## src/rtl/vram_pkg.sv

```systemverilog
// Shared constants and types for the VRAM controller slice.
package vram_pkg;

    localparam int unsigned VRAM_AW    = 10;
    localparam int unsigned VRAM_DW    = 8;
    localparam int unsigned VRAM_DEPTH = 1024;

    typedef enum logic {
        C_IDLE,
        C_RUN
    } clear_state_e;

endpackage

```

## src/rtl/vram_clear_fsm.sv

```systemverilog
// Clear engine: sweeps every VRAM address once, one write request per cycle.
// Only instantiated when VRAM_CLEAR_EN is defined.
module vram_clear_fsm
    import vram_pkg::*;
(
    input  logic               clk,
    input  logic               reset,
    input  logic               start,
    output logic               busy,
    output logic               done,
    output logic               we,
    output logic [VRAM_AW-1:0] addr
);

    localparam logic [VRAM_AW-1:0] LAST_ADDR = VRAM_AW'(VRAM_DEPTH - 1);

    clear_state_e       state_q, state_d;
    logic [VRAM_AW-1:0] cnt_q, cnt_d;
    logic               done_q, done_d;

    // State, address counter and done pulse registers.
    always_ff @(posedge clk) begin
        if (reset) begin
            state_q <= C_IDLE;
            cnt_q   <= '0;
            done_q  <= 1'b0;
        end else begin
            state_q <= state_d;
            cnt_q   <= cnt_d;
            done_q  <= done_d;
        end
    end

    // Next state; done is registered so it lines up with the last v_cea.
    always_comb begin
        state_d = state_q;
        cnt_d   = cnt_q;
        done_d  = 1'b0;
        unique case (state_q)
            C_IDLE: begin
                if (start) begin
                    state_d = C_RUN;
                    cnt_d   = '0;
                end
            end
            C_RUN: begin
                // Counter wraps to 0 naturally; the wrap only ends the sweep.
                cnt_d = cnt_q + 1'b1;
                if (cnt_q == LAST_ADDR) begin
                    state_d = C_IDLE;
                    done_d  = 1'b1;
                end
            end
            default: state_d = C_IDLE;
        endcase
    end

    assign busy = (state_q == C_RUN);
    assign we   = (state_q == C_RUN);
    assign addr = cnt_q;
    assign done = done_q;

endmodule

```

## src/rtl/vram_ctrl.sv

```systemverilog
// VRAM controller: arbitrates the write port (clear > CPU) and the read port
// (display > CPU), drives a registered dual-port VRAM interface and returns
// read data three cycles after grant. Optional clear engine: VRAM_CLEAR_EN.
module vram_ctrl
    import vram_pkg::*;
#(
    parameter logic [VRAM_DW-1:0] FILL_CHAR = 8'h20
) (
    input  logic               MEMORY_CLK,
    input  logic               reset,
    input  logic               cpu_wr_req,
    input  logic [VRAM_AW-1:0] cpu_wr_addr,
    input  logic [VRAM_DW-1:0] cpu_wr_data,
    output logic               cpu_wr_ack,
    input  logic               cpu_rd_req,
    input  logic [VRAM_AW-1:0] cpu_rd_addr,
    output logic               cpu_rd_valid,
    output logic [VRAM_DW-1:0] cpu_rd_data,
    input  logic               disp_req,
    input  logic [VRAM_AW-1:0] disp_addr,
    output logic               disp_valid,
    output logic [VRAM_DW-1:0] disp_data,
    input  logic               clear_start,
    output logic               clear_busy,
    output logic               clear_done,
    output logic               v_cea,
    output logic               v_ceb,
    output logic               v_oce,
    output logic               v_reseta,
    output logic               v_resetb,
    output logic [VRAM_AW-1:0] v_ada,
    output logic [VRAM_AW-1:0] v_adb,
    output logic [VRAM_DW-1:0] v_din,
    input  logic [VRAM_DW-1:0] v_dout
);

    logic               clr_busy, clr_done, clr_we;
    logic [VRAM_AW-1:0] clr_addr;

`ifdef VRAM_CLEAR_EN
    vram_clear_fsm u_clear_fsm (
        .clk   (MEMORY_CLK),
        .reset (reset),
        .start (clear_start),
        .busy  (clr_busy),
        .done  (clr_done),
        .we    (clr_we),
        .addr  (clr_addr)
    );
`else
    logic unused_clear;
    assign unused_clear = clear_start ^ (^FILL_CHAR);
    assign clr_busy     = 1'b0;
    assign clr_done     = 1'b0;
    assign clr_we       = 1'b0;
    assign clr_addr     = '0;
`endif

    logic               v_cea_q, v_ceb_q, cpu_wr_ack_q;
    logic [VRAM_AW-1:0] v_ada_q, v_adb_q;
    logic [VRAM_DW-1:0] v_din_q;
    logic               rd1_disp_q, rd1_cpu_q, rd2_disp_q, rd2_cpu_q;
    logic               disp_valid_q, cpu_rd_valid_q;
    logic [VRAM_DW-1:0] disp_data_q, cpu_rd_data_q;

    logic               cpu_wr_gnt, wr_en_d;
    logic [VRAM_AW-1:0] wr_addr_d;
    logic [VRAM_DW-1:0] wr_data_d;
    logic               disp_gnt, cpu_rd_gnt, cpu_rd_pend, rd_en_d;
    logic [VRAM_AW-1:0] rd_addr_d;

    // Write arbitration: clear wins; a CPU write is not re-granted in its ack cycle.
    always_comb begin
        cpu_wr_gnt = cpu_wr_req && !clr_busy && !cpu_wr_ack_q;
        wr_en_d    = clr_we || cpu_wr_gnt;
        wr_addr_d  = v_ada_q;
        wr_data_d  = v_din_q;
        if (clr_we) begin
            wr_addr_d = clr_addr;
            wr_data_d = FILL_CHAR;
        end else if (cpu_wr_gnt) begin
            wr_addr_d = cpu_wr_addr;
            wr_data_d = cpu_wr_data;
        end
    end

    // Read arbitration: display strictly first; CPU held off while its read is in flight.
    always_comb begin
        cpu_rd_pend = rd1_cpu_q || rd2_cpu_q || cpu_rd_valid_q;
        disp_gnt    = disp_req;
        cpu_rd_gnt  = cpu_rd_req && !disp_req && !cpu_rd_pend;
        rd_en_d     = disp_gnt || cpu_rd_gnt;
        rd_addr_d   = v_adb_q;
        if (disp_gnt) begin
            rd_addr_d = disp_addr;
        end else if (cpu_rd_gnt) begin
            rd_addr_d = cpu_rd_addr;
        end
    end

    // Registered VRAM interface plus the grant -> v_ceb -> v_dout -> valid pipeline.
    always_ff @(posedge MEMORY_CLK) begin
        if (reset) begin
            v_cea_q        <= 1'b0;
            v_ceb_q        <= 1'b0;
            cpu_wr_ack_q   <= 1'b0;
            v_ada_q        <= '0;
            v_adb_q        <= '0;
            v_din_q        <= '0;
            rd1_disp_q     <= 1'b0;
            rd1_cpu_q      <= 1'b0;
            rd2_disp_q     <= 1'b0;
            rd2_cpu_q      <= 1'b0;
            disp_valid_q   <= 1'b0;
            cpu_rd_valid_q <= 1'b0;
            disp_data_q    <= '0;
            cpu_rd_data_q  <= '0;
        end else begin
            v_cea_q        <= wr_en_d;
            cpu_wr_ack_q   <= cpu_wr_gnt && !clr_we;
            v_ada_q        <= wr_addr_d;
            v_din_q        <= wr_data_d;
            v_ceb_q        <= rd_en_d;
            v_adb_q        <= rd_addr_d;
            rd1_disp_q     <= disp_gnt;
            rd1_cpu_q      <= cpu_rd_gnt;
            rd2_disp_q     <= rd1_disp_q;
            rd2_cpu_q      <= rd1_cpu_q;
            disp_valid_q   <= rd2_disp_q;
            cpu_rd_valid_q <= rd2_cpu_q;
            if (rd2_disp_q) begin
                disp_data_q <= v_dout;
            end
            if (rd2_cpu_q) begin
                cpu_rd_data_q <= v_dout;
            end
        end
    end

    assign v_cea        = v_cea_q;
    assign v_ceb        = v_ceb_q;
    assign v_ada        = v_ada_q;
    assign v_adb        = v_adb_q;
    assign v_din        = v_din_q;
    assign v_oce        = 1'b1;
    assign v_reseta     = reset;
    assign v_resetb     = reset;
    assign cpu_wr_ack   = cpu_wr_ack_q;
    assign cpu_rd_valid = cpu_rd_valid_q;
    assign cpu_rd_data  = cpu_rd_data_q;
    assign disp_valid   = disp_valid_q;
    assign disp_data    = disp_data_q;
    assign clear_busy   = clr_busy;
    assign clear_done   = clr_done;

endmodule

```

## config.mk

```make
export PLATFORM = sky130hd
export DESIGN_NAME = vram_ctrl
export DESIGN_NICKNAME = d
export VERILOG_FILES = /design/src/rtl/vram_pkg.sv /design/src/rtl/vram_clear_fsm.sv /design/src/rtl/vram_ctrl.sv
export SDC_FILE = /design/constraint.sdc
export NUM_CORES = 1
export LEC_CHECK = 0
export CAP_MARGIN = 10
export CORE_ASPECT_RATIO = 1.1
export CORE_UTILIZATION = 40
export CTS_BUF_LIST = sky130_fd_sc_hd__clkbuf_8 sky130_fd_sc_hd__clkbuf_16
export DETAILED_ROUTE_END_ITERATION = 10
export PLACE_DENSITY = 0.91
export SETUP_SLACK_MARGIN = 0.05
export SLEW_MARGIN = 25
export SYNTH_ARGS = -nofsm -noshare
export SYNTH_HDL_FRONTEND = slang
export SYNTH_SLANG_ARGS = --single-unit
```

## constraint.sdc

```tcl
create_clock -name MEMORY_CLK -period 2.41 [get_ports MEMORY_CLK]
set_input_delay 0.723 -clock MEMORY_CLK [delete_from_list [all_inputs] [get_ports MEMORY_CLK]]
set_output_delay 0.723 -clock MEMORY_CLK [all_outputs]
set_load 0.02 [all_outputs]
```

==> reports/qor.yml <==
fin_cells: 365
dp_slack_ns: 0.188
tns_ns: 0
finClkSkew_ns: 0.00578
synth_top_family_by_area: "simple AND/OR/NAND/NOR gates"
crit_required_ns: 1.69
drtAntennaViolNets: 0
grt_max_degree: 53
dpl.cell_count: 357
cts_hold_buf: 0
finalMaxSlewViolations: 0
htree_levels: 2
wl_met1_microns: 1880
period_needed_ns: 2.16
p_leak_nw: 1.17
cts-root-buf: "clkbuf_8"
grt_pass1_vias: 1688
drt_iter0_markers: 76
rsz0062_at_grt: "no"
netlist_area_sq_mm: 0.00205
gp_congestion: 0.705
fp.dieH_microns: 77.1
crit_path_end_kind: "output port"
cts_tree: "built"
post_cts_resized: 0
wl_met2_microns: 2370
num_vias: 1729
slew-limit-headroom: 0.547
fp.coreArea_sq_mm: 0.00478
ff_latch_area_sq_mm: 0.00104
dpl_cell_area_sq_mm: 0.00306
fmax_mhz: 463
yosysUniqueCellTypes: 20
ys_seq_area_frac: 0.507
ys_warn_count: 0
n_fill_cell: 400
muxShareOfSynthArea: 0.0780
grt_first_pass_wirelength_microns: 7800
drive_gt1_frac: 0.113
synth_compound_area_frac: 0.115
critPathBufInv: 2
powerDensity_mw_per_mm2: 570
max-cap-violations: 0
crit_family: "buffers and inverters"
insertion_delay_ns: 0.30
overflow: 0
hold_viol: 0
viasPerCell: 4.74
cts_buffers: 5
hold_path_class: "reg2reg"
syn_inst: 215
slowest_delay_ns: 0.61
wl_microns: 4650
met3_length_microns: 317
yosys.area_share.simple: 0.214
port-buffer-count: 101
synth_area_per_cell_sq_um: 9.54
antenna_cells: 0
finalCritPeriodShare: 0.895
path_clk_slew_ns: 0.08
path_cells: "buf_2, clkdlybuf4s50_1"
start_util: 0.429
finalInstanceArea_sq_mm: 0.00315
crit_path_top_delay_cell: "clkdlybuf4s50_1"
rows: 26
antenna_found_initial: 0
critPathMaxFanout: 3
status: "complete, no violations"
synthAdderAreaFrac: 0
fin_ws_ns: 0.252
worstMarginPinSlew_ns: 0.680
multi_input_area_sq_um: 846
io_pins: 106
ir_worst_vdd_mv: 0.344
path_class: "in2out"
cp.arrival_ns: 1.43
clkSinkCount: 52
drt_pre_antenna_iters: 4
fin_util: 0.659
top_layer: "met4"
cts.path.max_buffers: 2
setup_violations: 0
synth-seq-cells: 52
hpwlAfterDp_microns: 3320
die-width_microns: 70.3
grt_util_all_layers: 0.178
synth_xor_area_frac: 0
layout.nets: 360
wl_per_cell_microns: 12.7
dieArea_sq_mm: 0.00542
syn_to_final_growth_pct: 53.5
post_cts_buffers: 0
drc: 0
critPathLaunchType: "primary input"
## synth_stat cells
library cell	n	share of area
a2111oi_1	1	0.0049
a2111oi_2	9	0.066
a21oi_1	18	0.044
buf_1	1	0.0018
buf_2	6	0.015
buf_4	7	0.026
buf_6	2	0.011
clkbuf_1	6	0.011
conb_1	2	0.0037
dfxtp_1	52	0.51
inv_1	10	0.018
mux2i_1	16	0.078
nand2_1	36	0.066
nand2b_1	1	0.0031
nor2_1	19	0.035
nor2b_1	6	0.018
nor3_1	11	0.027
nor3_2	10	0.049
nor4b_4	1	0.012
or4b_1	1	0.0049
## layer usage
layer / global-route usage / up-vias
met2: 0.311 / 63
met5: 0 / -
met3: 0.0591 / 9
li1: - / 887
met1: 0.203 / 770
met4: 0.0540 / 0
## state kept, by name, summed over array words and instances (netlist names)
name,count
v_ada,10
v_adb,10
cpu_rd_data,8
disp_data,8
v_din,8
cpu_rd_valid,1
cpu_wr_ack,1
disp_valid,1
rd1_cpu_q,1
rd1_disp_q,1
rd2_cpu_q,1
rd2_disp_q,1
v_ceb,1
## through the flow
step | power (mW) | hold WS, ns
3_5_place_dp | 1.32 | 0.432
6_report | 1.80 | 0.445
3_3_place_gp | 1.32 | 0.423
2_1_floorplan | 1.13 | 0.414
4_1_cts | 1.83 | 0.452
5_1_grt | 1.89 | 0.473
## report_power, final
| part | internal, mW | leakage (nW) | switching [mW] |
|---|---|---|---|
| clock network | 0.229 | 0.0510 | 0.265 |
| registers | 0.903 | 0.427 | 0.0271 |
| logic | 0.199 | 0.696 | 0.172 |
| total | 1.33 | 1.17 | 0.463 |
## area by class of cell
class | count | area share
Multi-Input combinational cell | 132 | 0.268
Tap cell | 56 | 0.0222
Sequential cell | 52 | 0.330
Clock buffer | 6 | 0.0262
Clock inverter | 2 | 0.00318
Timing Repair Buffer | 107 | 0.338
Inverter | 10 | 0.0119
## kinds of logic (layout without fill, tap and decap cells)
kind of cell	count (synthesis)	in the layout
AND/OR/NAND/NOR	85	85
flip-flops	52	52
buffers and inverters	32	125
AO/OA/AOI/OAI	28	28
multiplexers	16	16
other	2	3
## path summary, 6_finish.rpt
check / from / to / slack, ns / cells past startpoint
min reg2reg: rd1_disp_q$_SDFF_PP0_ / rd2_disp_q$_SDFF_PP0_ / 0.44 / 1
min: rd1_disp_q$_SDFF_PP0_ / rd2_disp_q$_SDFF_PP0_ / 0.44 / 1
max reg2reg: rd2_cpu_q$_SDFF_PP0_ / v_adb[6]$_SDFFE_PP0P_ / 0.72 / 4
max: reset / v_reseta / 0.25 / 2
## cells in the final DEF (no fill, tap or decap), types with 2 or more instances in the layout
master	count
mux2i_1	16
nor3_2	10
nor2b_1	6
clkinv_2	2
clkdlybuf4s50_1	100
nor2_1	19
dfxtp_1	52
conb_1	3
nor3_1	11
inv_1	10
clkbuf_8	6
a21oi_1	18
a2111oi_2	9
buf_4	5
nand2_1	36
Note: power is estimated with default switching activity, not from simulation.
